**config.mk**
```make
export PLATFORM = sky130hd
export DESIGN_NAME = rpm_channel_scheduler_flat
export DESIGN_NICKNAME = d
export VERILOG_FILES = /design/src/rtl/rpm_channel_scheduler_if.sv /design/src/rtl/rpm_channel_scheduler.sv /design/src/flat_wrapper.sv
export SDC_FILE = /design/constraint.sdc
export NUM_CORES = 1
export LEC_CHECK = 0
export ABC_CLOCK_PERIOD_IN_PS = 2200
export CAP_MARGIN = 20
export CORE_ASPECT_RATIO = 1.2
export CORE_MARGIN = 2
export CORE_UTILIZATION = 51
export DETAILED_ROUTE_END_ITERATION = 10
export PLACE_DENSITY = 0.77
export SYNTH_ARGS = -nofsm -noshare
export SYNTH_HDL_FRONTEND = slang
export SYNTH_SLANG_ARGS = --single-unit
```
**constraint.sdc**
```tcl
create_clock -name clk -period 2.2 [get_ports clk]
set_input_delay 0.33 -clock clk [delete_from_list [all_inputs] [get_ports clk]]
set_output_delay 0.33 -clock clk [all_outputs]
set_load 0.05 [all_outputs]
```
**src/rtl/rpm_channel_scheduler_if.sv**
```systemverilog
// Bundles the scheduler's control, tach-mux, shared-counter and result signals.
// The master modport is the scheduler side; the slave modport is its environment.
interface rpm_channel_scheduler_if #(
    parameter int unsigned NUM_CH    = 4,
    parameter int unsigned CH_W      = 2,
    parameter int unsigned RPM_WIDTH = 16
);
    logic                 run;
    logic [NUM_CH-1:0]    ch_enable;
    logic [NUM_CH-1:0]    pulse_in;
    logic                 pulse_mux;
    logic [CH_W-1:0]      ch_sel;
    logic                 cnt_clear;
    logic                 cnt_gate;
    logic [RPM_WIDTH-1:0] cnt_value;
    logic                 cnt_sat;
    logic                 busy;
    logic                 result_valid;
    logic [CH_W-1:0]      result_ch;
    logic [RPM_WIDTH-1:0] result_count;
    logic                 result_sat;

    modport master (
        input  run, ch_enable, pulse_in, cnt_value, cnt_sat,
        output pulse_mux, ch_sel, cnt_clear, cnt_gate, busy,
               result_valid, result_ch, result_count, result_sat
    );

    modport slave (
        output run, ch_enable, pulse_in, cnt_value, cnt_sat,
        input  pulse_mux, ch_sel, cnt_clear, cnt_gate, busy,
               result_valid, result_ch, result_count, result_sat
    );
endinterface

```
**src/rtl/rpm_channel_scheduler.sv**
```systemverilog
// Round-robin scheduler sharing one pulse counter across NUM_CH tach inputs:
// select -> settle -> gate window -> capture a tagged count.
module rpm_channel_scheduler #(
    parameter int unsigned NUM_CH        = 4,
    parameter int unsigned CH_W          = 2,
    parameter int unsigned RPM_WIDTH     = 16,
    parameter int unsigned WINDOW_CYCLES = 12_500_000,
    parameter int unsigned SETTLE_CYCLES = 16
) (
    input logic                        clk,
    input logic                        rst,
    rpm_channel_scheduler_if.master    bus
);
    localparam int unsigned LAST_CH = NUM_CH - 1;

    typedef enum logic [2:0] {
        ST_IDLE,
        ST_SELECT,
        ST_SETTLE,
        ST_GATE,
        ST_CAPTURE
    } state_e;

    state_e               state_q;
    logic [CH_W-1:0]      last_ch_q;
    logic [CH_W-1:0]      ch_sel_q;
    logic [31:0]          settle_cnt_q;
    logic [31:0]          win_cnt_q;
    logic                 busy_q;
    logic                 cnt_clear_q;
    logic                 cnt_gate_q;
    logic                 result_valid_q;
    logic [CH_W-1:0]      result_ch_q;
    logic [RPM_WIDTH-1:0] result_count_q;
    logic                 result_sat_q;

    logic                 hit_c;
    logic [CH_W-1:0]      win_c;

    // First enabled channel after last_ch, wrapping modulo NUM_CH.
    always_comb begin
        logic [CH_W-1:0] idx;
        hit_c = 1'b0;
        win_c = '0;
        idx   = '0;
        for (int unsigned i = 0; i < NUM_CH; i++) begin
            idx = CH_W'((32'(last_ch_q) + 32'd1 + i) % NUM_CH);
            if (!hit_c && bus.ch_enable[idx]) begin
                hit_c = 1'b1;
                win_c = idx;
            end
        end
    end

    always_ff @(posedge clk) begin
        if (rst) begin
            state_q        <= ST_IDLE;
            last_ch_q      <= CH_W'(LAST_CH);
            ch_sel_q       <= '0;
            settle_cnt_q   <= '0;
            win_cnt_q      <= '0;
            busy_q         <= 1'b0;
            cnt_clear_q    <= 1'b0;
            cnt_gate_q     <= 1'b0;
            result_valid_q <= 1'b0;
            result_ch_q    <= '0;
            result_count_q <= '0;
            result_sat_q   <= 1'b0;
        end else begin
            cnt_clear_q    <= 1'b0;
            result_valid_q <= 1'b0;
            case (state_q)
                ST_IDLE: begin
                    if (bus.run) begin
                        state_q <= ST_SELECT;
                        busy_q  <= 1'b1;
                    end
                end
                ST_SELECT: begin
                    if (!bus.run) begin
                        state_q <= ST_IDLE;
                        busy_q  <= 1'b0;
                    end else if (hit_c) begin
                        state_q      <= ST_SETTLE;
                        ch_sel_q     <= win_c;
                        last_ch_q    <= win_c;
                        cnt_clear_q  <= 1'b1;
                        settle_cnt_q <= '0;
                    end
                end
                ST_SETTLE: begin
                    if (settle_cnt_q == SETTLE_CYCLES - 1) begin
                        state_q    <= ST_GATE;
                        cnt_gate_q <= 1'b1;
                        win_cnt_q  <= '0;
                    end else begin
                        settle_cnt_q <= settle_cnt_q + 32'd1;
                    end
                end
                ST_GATE: begin
                    if (win_cnt_q == WINDOW_CYCLES - 1) begin
                        state_q    <= ST_CAPTURE;
                        cnt_gate_q <= 1'b0;
                    end else begin
                        win_cnt_q <= win_cnt_q + 32'd1;
                    end
                end
                ST_CAPTURE: begin
                    // Counter output already reflects the final gate cycle here.
                    result_count_q <= bus.cnt_value;
                    result_sat_q   <= bus.cnt_sat;
                    result_ch_q    <= ch_sel_q;
                    result_valid_q <= 1'b1;
                    state_q        <= ST_SELECT;
                end
                default: begin
                    state_q    <= ST_IDLE;
                    busy_q     <= 1'b0;
                    cnt_gate_q <= 1'b0;
                end
            endcase
        end
    end

    assign bus.pulse_mux    = bus.pulse_in[ch_sel_q];
    assign bus.ch_sel       = ch_sel_q;
    assign bus.cnt_clear    = cnt_clear_q;
    assign bus.cnt_gate     = cnt_gate_q;
    assign bus.busy         = busy_q;
    assign bus.result_valid = result_valid_q;
    assign bus.result_ch    = result_ch_q;
    assign bus.result_count = result_count_q;
    assign bus.result_sat   = result_sat_q;
endmodule

```
**src/flat_wrapper.sv**
```systemverilog
// flat-port wrapper written by rule: the top's interface ports become plain ports
module rpm_channel_scheduler_flat 
#(
    parameter int unsigned NUM_CH        = 4,
    parameter int unsigned CH_W          = 2,
    parameter int unsigned RPM_WIDTH     = 16,
    parameter int unsigned WINDOW_CYCLES = 12_500_000,
    parameter int unsigned SETTLE_CYCLES = 16
)
  (clk, rst, bus_run, bus_ch_enable, bus_pulse_in, bus_cnt_value, bus_cnt_sat, bus_pulse_mux, bus_ch_sel, bus_cnt_clear, bus_cnt_gate, bus_busy, bus_result_valid, bus_result_ch, bus_result_count, bus_result_sat);
  rpm_channel_scheduler_if #(.NUM_CH(NUM_CH), .CH_W(CH_W), .RPM_WIDTH(RPM_WIDTH)) bus_i ();
  input logic clk;
  input logic rst;
  input wire logic [$bits(bus_i.run)-1:0] bus_run;
  input wire logic [$bits(bus_i.ch_enable)-1:0] bus_ch_enable;
  input wire logic [$bits(bus_i.pulse_in)-1:0] bus_pulse_in;
  input wire logic [$bits(bus_i.cnt_value)-1:0] bus_cnt_value;
  input wire logic [$bits(bus_i.cnt_sat)-1:0] bus_cnt_sat;
  output wire logic [$bits(bus_i.pulse_mux)-1:0] bus_pulse_mux;
  output wire logic [$bits(bus_i.ch_sel)-1:0] bus_ch_sel;
  output wire logic [$bits(bus_i.cnt_clear)-1:0] bus_cnt_clear;
  output wire logic [$bits(bus_i.cnt_gate)-1:0] bus_cnt_gate;
  output wire logic [$bits(bus_i.busy)-1:0] bus_busy;
  output wire logic [$bits(bus_i.result_valid)-1:0] bus_result_valid;
  output wire logic [$bits(bus_i.result_ch)-1:0] bus_result_ch;
  output wire logic [$bits(bus_i.result_count)-1:0] bus_result_count;
  output wire logic [$bits(bus_i.result_sat)-1:0] bus_result_sat;
  assign bus_i.run = bus_run;
  assign bus_i.ch_enable = bus_ch_enable;
  assign bus_i.pulse_in = bus_pulse_in;
  assign bus_i.cnt_value = bus_cnt_value;
  assign bus_i.cnt_sat = bus_cnt_sat;
  assign bus_pulse_mux = bus_i.pulse_mux;
  assign bus_ch_sel = bus_i.ch_sel;
  assign bus_cnt_clear = bus_i.cnt_clear;
  assign bus_cnt_gate = bus_i.cnt_gate;
  assign bus_busy = bus_i.busy;
  assign bus_result_valid = bus_i.result_valid;
  assign bus_result_ch = bus_i.result_ch;
  assign bus_result_count = bus_i.result_count;
  assign bus_result_sat = bus_i.result_sat;
  rpm_channel_scheduler #(.NUM_CH(NUM_CH), .CH_W(CH_W), .RPM_WIDTH(RPM_WIDTH), .WINDOW_CYCLES(WINDOW_CYCLES), .SETTLE_CYCLES(SETTLE_CYCLES)) u_core (.clk(clk), .rst(rst), .bus(bus_i));
endmodule
```
[Word-level counts from Yosys, hierarchy flattened]
Index checks and enable logic that the tools add are counted.
Cells by class
  reduce and logical (&&, ||, !) cells: 18
  add/subtract/negate cells: 6
  mux-type cells: 39
  bitwise operators: 4
  $lt $le $gt $ge: 5
  equal/unequal tests: 15
Operators by type and width (count)
  2-to-1 mux 32 bit: 5
  one-hot mux 32 bit (2 select lines): 2
  adder 32 x 1 -> 32 bit, second input constant: 2
  equality test 32 x 24 -> 1 bit, second input constant: 1
  equality test 32 x 4 -> 1 bit, second input constant: 1
  less-than comparator 2 x 3 -> 1 bit, second input constant: 5
  2-to-1 mux 1 bit: 15
  2-to-1 mux 3 bit: 5
  one-hot mux 3 bit (5 select lines): 1
  AND reduction 3 bit: 4
  binary-select mux 1 bit (select 2 bit): 5
  inequality test 2 bit, second input constant: 5
  OR reduction 3 bit: 3
  2-to-1 mux 2 bit: 4
  AND reduction 4 bit: 2
  equality test 3 x 2 -> 1 bit, second input constant: 2
  inequality test 2 x 1 -> 1 bit, second input constant: 3
  one-hot mux 1 bit (3 select lines): 2
  adder 2 x 1 -> 2 bit, second input constant: 2
  adder 2 bit, second input constant: 2
  inverter 1 bit: 4
  nonzero test 2 bit: 2
  equality test 3 x 1 -> 1 bit, second input constant: 1
  equality test 3 bit, second input constant: 1
  4 further kinds: 8
Word-level totals
  bits in registers: 94
  output and inout bits: 26
  input port bits: 28

[Longest topological paths before layout]
Gate-level depths: netlist (run 1).
  word-level depth: 16
  gate-level depth with buffers: 9
  depth with buffers taken out: 6

[Worst setup path after synthesis (run 1)]
OpenSTA, ideal clock, no wires.
  path type: register -> register
  start point: register u_core.win_cnt_q[10]
  end point: register u_core.win_cnt_q[29]
  data required time: 2.130 ns
  cell stages (with the launch flop): 7
  path slack: 0.047 ns
  period minus slack after synthesis: 2.153 ns
  library setup time: 0.070 ns
  arrival time: 2.083 ns
  path through: dfxtp_1 buf_4 nand4_1 or4_4 or4_4 or4_1 a21oi_1
Between the ends
  longest elaborated chain between the ends: 3
  elaborated cells on any way between the ends: 6
RTL lines
  start, declared: line rpm_channel_scheduler.sv:28  | logic [31:0] win_cnt_q;
  start signal, assigned: line rpm_channel_scheduler.sv:105  | win_cnt_q <= win_cnt_q + 32'd1;
  adder 32 x 1 -> 32 bit / equality test 32 x 24 -> 1 bit (equally long branches): line rpm_channel_scheduler.sv:105, rpm_channel_scheduler.sv:101
  2-to-1 mux 32 bit / inequality test 2 bit (equally long branches)
  one-hot mux 32 bit (2 select lines) / AND reduction 3 bit (equally long branches)
Several ways; a longest one is shown, not always the timed one. The select of a mux whose other input is x is not followed.
A chain may end at the register's enable or synchronous reset.

[Worst setup path after layout (run 1)]
  start point: register u_core.win_cnt_q[18]
  end point: register u_core.win_cnt_q[29]
Same word-level chain as after synthesis.

==> results of run 1 <==
## stage by stage
step / TNS [ns] / total power (uW)
final: 0 / 3130
after global routing: -0.00717 / 3270
after CTS: 0 / 3160
after detailed placement: -0.138 / 2090
after global placement: -0.0296 / 2080
after floorplan: 0 / 1930
## how the worst max path moves through the flow
stage                                        from                      end  slack (ns)  cells after the start
after floorplan              u_core.win_cnt_q[10]     u_core.win_cnt_q[29]        0.05                      6
after CTS                    u_core.win_cnt_q[21]     u_core.win_cnt_q[29]       0.006                      5
after global routing      u_core.settle_cnt_q[15]      u_core.win_cnt_q[4]      -0.004                      6
after detailed placement         bus_ch_enable[1]  u_core.settle_cnt_q[16]       -0.09                      7
after global placement           bus_ch_enable[1]  u_core.settle_cnt_q[16]       -0.03                      7
final                        u_core.win_cnt_q[18]     u_core.win_cnt_q[29]         0.1                      5
## cell type report
type,instances,share of cell area
clock buffers,11,0.0248
inverters,13,0.00801
flip-flops and latches,94,0.310
well taps,120,0.0246
clock inverters,5,0.00534
multi-input cells,444,0.459
repair buffers,116,0.168
## repair_timing
item / 4_1_cts / 5_1_grt
pin swaps: 0 / 3
endpoints found under the setup margin: 1 / 27
setup buffers: 0 / 0
endpoints found under the hold margin: 0 / 0
gates resized for setup: 1 / 19
## power groups by stage
stage	clock network, uW	logic (uW)	registers (uW)
floorplan	0	155	1780
global placement	0	316	1760
detailed placement	0	324	1770
CTS	1110	325	1730
global route	1190	353	1730
finish	1080	325	1730
## kinds of logic (layout without fill, tap and decap cells)
logic type      Yosys count  count (layout)  share of synthesized area
flops                    94              94                      0.390
compound gates          147             147                      0.204
fa+ha+maj                 2               2                    0.00519
xor+xnor                  1               1                    0.00182
buf+inv                  58             145                     0.0467
simple gates            274             274                      0.308
mux                      20              20                     0.0441
## state kept, by name (all words and copies together), names as in the netlist
signal / cells
u_core.settle_cnt_q: 32
u_core.win_cnt_q: 32
u_core.bus.result_count: 16
u_core.state_q: 3
u_core.bus.ch_sel: 2
u_core.bus.result_ch: 2
u_core.last_ch_q: 2
u_core.bus.busy: 1
u_core.bus.cnt_clear: 1
u_core.bus.cnt_gate: 1
u_core.bus.result_sat: 1
u_core.bus.result_valid: 1
## cell usage after synthesis, types with 6 or more instances
master     count  area (sq um)
and4_1         9          78.8
nand3_1       27           135
nand2b_1      13          81.3
o2111ai_1      9          78.8
nor2_1        23          86.3
dfxtp_1       94          1880
o31ai_1       25           188
nand2_1       86           323
o21ai_0        9          45.0
a21oi_1       60           300
or3_1         10          62.6
nor4_1        25           156
nand4_1       19           119
clkbuf_1      39           146
mux2i_1       19           190
or4_1         21           158
and3_1         8          50.1
inv_1         12          45.0
a2111o_1       6          67.6
nor3_1        10          50.1
## critical path, cell delays in order (launching register included)
cell,delay (ns)
dfxtp_1,0.39
nand4_4,0.11
or4_4,0.56
or4_4,0.43
or4_4,0.43
a21oi_2,0.14
## routing by layer
| layer | share of wire | vias up |
|---|---|---|
| met3 | 0.042 | 25 |
| li1 | - | 2425 |
| met2 | 0.51 | 133 |
| met4 | 0.022 | 0 |
| met5 | 0 | - |
| met1 | 0.42 | 2298 |
==> flow_metrics.env, run 1 <==
export IMPL_start_kind="flip-flop"
export IMPL_vias_per_cell=6.08
export IMPL_synth_seq_cells=94
export IMPL_pin_count=54
export IMPL_utilization=0.667
export IMPL_die_width_um=92.8
export IMPL_antenna_found_initial=0
export IMPL_drc=0
export IMPL_place_area_sq_um=5840
export IMPL_share_seq_of_total_power=0.550
export IMPL_clk_pin_slew_ns=0.09
export IMPL_ys_types=52
export IMPL_core_area_sq_um=9130
export IMPL_pre_cts_slack_ns=-0.0891
export IMPL_ys_seq_area_frac=0.390
export IMPL_finalMaxSlewViolations=0
export IMPL_finalHoldViolations=0
export IMPL_vias=4881
export IMPL_p_leak_uw=0.00206
export IMPL_switching_share=0.259
export IMPL_cts_buffers=9
export IMPL_worstReg2RegStart="u_core.win_cnt_q[18]"
export IMPL_drtIter0Drc=342
export IMPL_met3_usage=0.0491
export IMPL_cts_htree_levels=3
export IMPL_grtUsageTotal=0.252
export IMPL_slew_headroom=0.544
export IMPL_crit_type="reg -> reg"
export IMPL_most_common_layout_cells="dfxtp_1, nand2_1, buf_4"
export IMPL_whs_ns=0.458
export IMPL_holdPathStages=2
export IMPL_grt_pass1_vias=4768
export IMPL_p_int_uw=2320
export IMPL_end_kind="flip-flop"
export IMPL_port_buffers=53
export IMPL_finalSetupViolations=0
export IMPL_synth_main_ff_cell="dfxtp_1"
export IMPL_reg2reg_to="u_core.win_cnt_q[29]"
export IMPL_drive_gt1_frac=0.165
export IMPL_grt_util_met1=0.299
export IMPL_period_share=0.957
export IMPL_status="finished, final reports clean"
export IMPL_met2_usage=0.449
export IMPL_hold_class="reg -> reg"
export IMPL_cap_violations=0
export IMPL_hpwl_um=9100
export IMPL_gp_congestion=0.892
export IMPL_syn_nets=626
export IMPL_die_area_sq_um=10200
export IMPL_insertion_delay_ns=0.37
export IMPL_p_per_area_nw_per_um2=514
export IMPL_multi_input_area_sq_um=2800
export IMPL_clockBufferDepth=2
export IMPL_finClkSkew_ns=0.0123
export IMPL_min_to="u_core.bus.result_count[6]"
export IMPL_layout_area_seq_sq_um=1890
export IMPL_synthesis_area_sq_um=4820
export IMPL_clockPowerShare=0.346
export IMPL_syn_avg_cell_area_sq_um=8.09
export IMPL_grt_overflow_total=0
export IMPL_worst_slack_ns=0.0950
export IMPL_synth_async_sr_flop_share=0
export IMPL_period_needed_ns=2.10
export IMPL_cts_tree="yes"
export IMPL_grt_pass1_wl_um=21600
export IMPL_cts_hold_buf=0
export IMPL_drtPass1Iterations=5
export IMPL_clock_sinks=94
export IMPL_final_antenna_net_count=0
export IMPL_worstPathRequired_ns=2.50
export IMPL_yosysWarnings=0
export IMPL_area_delta_synth_final_pct=26.4
export IMPL_worstMarginPinSlew_ns=0.682
export IMPL_rows=38
export IMPL_n_antenna_cell=0
export IMPL_rsz0062_at_grt="yes"
export IMPL_cp_arrival_ns=2.41
export IMPL_netSwitchingPower_uw=812
export IMPL_fmax_mhz=475
export IMPL_grt_max_degree=32
export IMPL_final_nets=708
export IMPL_fin_area_sq_um=6090
export IMPL_ff2ff_path_depth=5
export IMPL_synth_edf_count=0
export IMPL_start_util=0.528
export IMPL_critPathMaxFanout=3
export IMPL_ir_drop_v=0.000342
export IMPL_fin_cells=803
export IMPL_cts_root_buf="clkbuf_8"
export IMPL_layout_commonest_cell="dfxtp_1"
export IMPL_die_y_um=111
export IMPL_avgRoutedWirePerCell_um=15.9
export IMPL_dpl_cell_count=787
export IMPL_synthesis_instances=596
export IMPL_grt_busiest_layer="met2"
export IMPL_drt_wl_total_um=12700
export IMPL_fillers=767
export IMPL_power_frac_comb=0.104
export IMPL_ff2ff_setup_slack_ns=0.1
export IMPL_min_from="u_core.bus.result_count[6]"
Note: power is estimated with default switching activity, not from simulation.
==> run 2: changes to the inputs <==
- CTS_CLUSTER_DIAMETER: default -> 100
- HOLD_SLACK_MARGIN: default -> 0.1
==> results of run 2 <==
No change in the layout: final DEF, timing and power equal those of run 1.
